--- src/rtl/gate_bist_ctrl.sv ---
// BIST sequencer for the two-input gate-primitive unit: sweeps {a,b}, checks gate_y against a golden table.
// Optional build macro GATE_BIST_STOP_ON_FAIL_EN ends the run at the first mismatching vector.
module gate_bist_ctrl #(
    parameter int PASSES = 1,
    parameter int SETTLE = 1,
    parameter int ERR_W  = 8
) (
    input  logic             clk,
    input  logic             rst_n,
    input  logic             start,
    input  logic             abort,
    output logic             gate_a,
    output logic             gate_b,
    input  logic [7:0]       gate_y,
    output logic             busy,
    output logic             done,
    output logic             pass,
    output logic [ERR_W-1:0] err_count,
    output logic [7:0]       fail_mask
);

    localparam logic [1:0] S_IDLE  = 2'd0;
    localparam logic [1:0] S_APPLY = 2'd1;
    localparam logic [1:0] S_CHECK = 2'd2;
    localparam logic [1:0] S_DONE  = 2'd3;

    localparam int PC_W = (PASSES > 1) ? $clog2(PASSES) : 1;
    localparam int SC_W = (SETTLE > 1) ? $clog2(SETTLE) : 1;

`ifdef GATE_BIST_STOP_ON_FAIL_EN
    localparam bit STOP_ON_FAIL = 1'b1;
`else
    localparam bit STOP_ON_FAIL = 1'b0;
`endif

    // Golden gate_y indexed by vector v = {a,b}
    localparam logic [7:0] GOLDEN [4] = '{8'h6C, 8'h5A, 8'h9A, 8'hA3};

    logic [1:0]       state;
    logic [1:0]       vec;
    logic [PC_W-1:0]  pass_cnt;
    logic [SC_W-1:0]  settle_cnt;

    logic [7:0]       mismatch;
    logic             any_err;
    logic [ERR_W-1:0] err_next;

    always_comb begin
        mismatch = gate_y ^ GOLDEN[vec];
        any_err  = |mismatch;
        err_next = err_count;
        if (any_err && (err_count != '1)) begin
            err_next = err_count + ERR_W'(1);
        end
    end

    always_ff @(posedge clk or negedge rst_n) begin
        if (!rst_n) begin
            state      <= S_IDLE;
            vec        <= '0;
            pass_cnt   <= '0;
            settle_cnt <= '0;
            gate_a     <= 1'b0;
            gate_b     <= 1'b0;
            busy       <= 1'b0;
            done       <= 1'b0;
            pass       <= 1'b0;
            err_count  <= '0;
            fail_mask  <= '0;
        end else begin
            case (state)
                S_IDLE: begin
                    done <= 1'b0;
                    if (start && !abort) begin
                        state      <= S_APPLY;
                        vec        <= '0;
                        pass_cnt   <= '0;
                        settle_cnt <= '0;
                        gate_a     <= 1'b0;
                        gate_b     <= 1'b0;
                        busy       <= 1'b1;
                        pass       <= 1'b0;
                        err_count  <= '0;
                        fail_mask  <= '0;
                    end
                end

                S_APPLY: begin
                    if (abort) begin
                        state  <= S_IDLE;
                        busy   <= 1'b0;
                        pass   <= 1'b0;
                        gate_a <= 1'b0;
                        gate_b <= 1'b0;
                    end else if (settle_cnt == SC_W'(SETTLE - 1)) begin
                        state      <= S_CHECK;
                        settle_cnt <= '0;
                    end else begin
                        settle_cnt <= settle_cnt + SC_W'(1);
                    end
                end

                S_CHECK: begin
                    if (abort) begin
                        // Abort wins over the pending compare: counters stay as they were
                        state  <= S_IDLE;
                        busy   <= 1'b0;
                        pass   <= 1'b0;
                        gate_a <= 1'b0;
                        gate_b <= 1'b0;
                    end else begin
                        if (any_err) begin
                            fail_mask <= fail_mask | mismatch;
                            err_count <= err_next;
                        end
                        if ((STOP_ON_FAIL && any_err) ||
                            (vec == 2'd3 && pass_cnt == PC_W'(PASSES - 1))) begin
                            state <= S_DONE;
                            done  <= 1'b1;
                            pass  <= (err_next == '0);
                        end else if (vec != 2'd3) begin
                            state  <= S_APPLY;
                            vec    <= vec + 2'd1;
                            gate_a <= (vec + 2'd1) >> 1;
                            gate_b <= ~vec[0];
                        end else begin
                            state    <= S_APPLY;
                            vec      <= '0;
                            pass_cnt <= pass_cnt + PC_W'(1);
                            gate_a   <= 1'b0;
                            gate_b   <= 1'b0;
                        end
                    end
                end

                default: begin
                    state  <= S_IDLE;
                    done   <= 1'b0;
                    busy   <= 1'b0;
                    gate_a <= 1'b0;
                    gate_b <= 1'b0;
                    if (abort) begin
                        pass <= 1'b0;
                    end
                end
            endcase
        end
    end

endmodule

--- config.mk ---
export PLATFORM = sky130hd
export DESIGN_NAME = gate_bist_ctrl
export DESIGN_NICKNAME = d
export VERILOG_FILES = /design/src/rtl/gate_bist_ctrl.sv
export SDC_FILE = /design/constraint.sdc
export NUM_CORES = 1
export LEC_CHECK = 0
export ABC_AREA = 1
export CAP_MARGIN = 20
export CORE_ASPECT_RATIO = 1.2
export CORE_MARGIN = 2
export CORE_UTILIZATION = 46
export CTS_CLUSTER_DIAMETER = 120
export DETAILED_ROUTE_END_ITERATION = 10
export PLACE_DENSITY = 0.75
export SLEW_MARGIN = 20
export SYNTH_ARGS = -nofsm -noshare
export SYNTH_HDL_FRONTEND = slang
export SYNTH_SLANG_ARGS = --single-unit
--- constraint.sdc ---
create_clock -name clk -period 1.7 [get_ports clk]
set_input_delay 0.34 -clock clk [delete_from_list [all_inputs] [get_ports clk]]
set_output_delay 0.34 -clock clk [all_outputs]
set_load 0.005 [all_outputs]
==> run metrics <==
status finished with violations; failing checks design-rule violations, negative setup slack; Syn. warnings 0; first-pass GRT wire length 6.99 mm; largest net degree at the start of global routing 27; Residual DRC 4; minimum clock period 1950 ps; crit share post-route 1.15; Root Buffer clkbuf_8; GRT Util Overall 0.218; Total Wirelength 4.55 mm; Bufs on Longest Clock Path 2; RePlAce Congestion 0.905; Die Area 4110 sq um; CP Cell Sequence inv_2 > ha_4 > inv_4 > nand2_2 > nand2_2 > nand2_2 > nor2_4 > nand2_4 > o21ai_4 > buf_6 > nor3_1 > o21a_1; Non-Filler Instances 338; metal1 wirelength 1.92 mm; I/O pins 33; Hold Path Class input pin to async pin; Reg2Reg Setup Slack -250 ps; DR top layer met4; unrepaired setup endpoints after global routing true; max_cap viols 0; maximum vdd drop 0.000926 V; Crit-path slowest cell dfrtp_1; total gr overflow 0; Worst R2R Start vec[1]$_DFFE_PN0P_; Worst setup EP type flip-flop; Clock Pin Slew Worst Setup and Hold Paths 100 ps; Die X 58.8 microns; final count of negative-setup-slack endpoints 17; post-synth cell types 24; Req. time, crit path 1870 ps; number of cell rows 23; Yosys reg bits 26; Gate Count Post-Synth 226; Post-Synthesis Cell Area 1660 sq um; fin. max-slew vios 0; wire per inst 13.5 microns; # diodes 0; vias in the first global route 1603; Slew HR 0.770; WL met2 2.40 mm; PnR worst setup slack -251 ps; Clock Sink Count 26; Clock Skew 4.20 ps; Post-synth EDFFs 0; Clock Latency Late Sink 280 ps; initial antenna violation count 0; max incr delay on CP 430 ps; Final ANT Viol Nets 0; htree depth 1; Crit Path Category flip-flop to flip-flop; r2r endpoint fail_mask[6]$_DFFE_PN0P_; DPL Wire Length 3.13 mm; CP arrival 2120 ps; asr flop ratio synth 1.00; Initial DRC Count 81; Placed Instances 328; most used cell, CP nand2_2; initial core utilization 0.489; Setup crit start kind flip-flop; wire length on met3 165 microns; sequential share of the synthesized area 0.392; Fmax 513 MHz; CTS tree yes; area grow syn2layout 53.5%; Placeable Area 3400 sq um; final hold vios 0; number of buffers added on ports 32; share of layout cells above drive strength 1 0.316; ys flop type dfrtp_1; die height 69.8 microns; Mapped Nets 247; DR vias/cell 5.04; Mean Syn Cell Area 7.35 sq um; total power 0.00402 W; pwr/cell area 1580 nW/um^2; worst-margin pin slew 345 ps; Critical Path Fanout Max 5; Final #Nets 323; Pre-antenna DRT Iters 7; Vias 1703; CTS buffer count 3; Reg2Reg Depth 12; leakage 1.27 nW
worst max-delay path: cells and delay by family, from the launching register on:
| family | cells | cell delay [ps] |
|---|---|---|
| flip-flops | 1 | 430 |
| buffers and inverters | 3 | 330 |
| adder cells (fa/ha/maj) | 1 | 230 |
| AO/OA/AOI/OAI | 2 | 390 |
| AND/OR/NAND/NOR | 6 | 470 |
area by class of cell:
cell class	instances	area (sq um)
timing repair buffer	73	647
fill	256	847
multi-input combinational	162	1010
clock buffer	4	55.1
inverter	36	138
sequential	26	651
tap	37	46.3
power breakdown:
| part | leakage, nW | switching [W] | total, W | internal, W |
|---|---|---|---|---|
| Clock | 0.0288 | 0.000209 | 0.000417 | 0.000208 |
| Combinational | 0.896 | 0.00130 | 0.00268 | 0.00138 |
| Sequential | 0.343 | 0.000119 | 0.000929 | 0.000809 |
| Total | 1.27 | 0.00162 | 0.00402 | 0.00240 |
cell usage after synthesis, types with 3 or more instances:
library cell | n | area [sq um]
a21oi_1 | 5 | 25.0
dfrtp_1 | 26 | 651
ha_1 | 9 | 113
inv_1 | 33 | 124
inv_2 | 3 | 11.3
nand2_1 | 67 | 251
nand2_2 | 5 | 31.3
nand3_1 | 10 | 50.1
nor2_1 | 17 | 63.8
nor2_2 | 3 | 18.8
nor3_1 | 11 | 55.1
o21a_1 | 8 | 60.1
o21ai_0 | 9 | 45.0
o21ai_1 | 3 | 15.0
o22ai_1 | 4 | 25.0
xor2_1 | 3 | 26.3
worst max-delay path by stage:
stage,cells past startpoint,slack [ps],endpoint,startpoint
after detailed placement,14,-260,pass$_DFFE_PN0P_,gate_y[3]
after global routing,16,-350,pass$_DFFE_PN0P_,vec[1]$_DFFE_PN0P_
after floorplan,15,-10,pass$_DFFE_PN0P_,vec[1]$_DFFE_PN0P_
final,12,-250,fail_mask[6]$_DFFE_PN0P_,vec[1]$_DFFE_PN0P_
after global placement,13,-260,pass$_DFFE_PN0P_,gate_y[0]
after CTS,15,-170,pass$_DFFE_PN0P_,vec[0]$_DFFE_PN0P_
what timing repair did:
item                                    in CTS  in global routing
hold buffers                                 0                  0
endpoints found under the setup margin      20                 26
pin swaps                                    2                 14
resized for setup                           13                 35
buffers inserted                             3                  4
layer usage:
| layer | track usage | up-vias |
|---|---|---|
| li1 | - | 869 |
| met1 | 0.281 | 785 |
| met2 | 0.377 | 41 |
| met5 | 0 | - |
| met4 | 0.0606 | 0 |
| met3 | 0.0243 | 8 |
layout by cell type, fill, tap and decap left out, drive strengths merged:
cell and n:
ha 9, o21a 8, nand2 72, buf 41
o21ai 13, clkdlybuf4s50 32, nor3 11, a21oi 5
o41ai 1, clkbuf 4, a21boi 1, mux2 1
nand3 12, nor2 20, o31ai 2, dfrtp 26
inv 36, o22ai 4, xor2 3
sequential cells by signal, indices dropped and copies added (netlist names):
| name | cells |
|---|---|
| vec | 2 |
| state | 2 |
| pass | 1 |
| gate_b | 1 |
| err_count | 8 |
| pass_cnt | 1 |
| done | 1 |
| busy | 1 |
| fail_mask | 8 |
| gate_a | 1 |
cells by family (layout without fill, tap and decap cells):
group | count (synthesis) | after routing | synth area share
AO/OA/AOI/OAI | 34 | 34 | 0.131
adder cells (fa/ha/maj) | 9 | 9 | 0.0678
AND/OR/NAND/NOR | 115 | 115 | 0.295
buffers and inverters | 38 | 113 | 0.0912
XOR/XNOR | 3 | 3 | 0.0158
flip-flops | 26 | 26 | 0.392
multiplexers | 1 | 1 | 0.00678
through the flow:
step,setup slack [ps],cell area [sq um],hold slack [ps],util,TNS (ps)
after floorplan,-11.9,1670,44.4,-,-21.5
after global placement,-255,2290,455,0.673,-4280
after detailed placement,-263,2290,465,0.673,-4530
after CTS,-165,2400,444,0.706,-2170
after global routing,-355,2550,465,0.751,-4780
final,-251,2550,428,0.751,-3010
No activity file was read; power rests on OpenSTA's default activity.
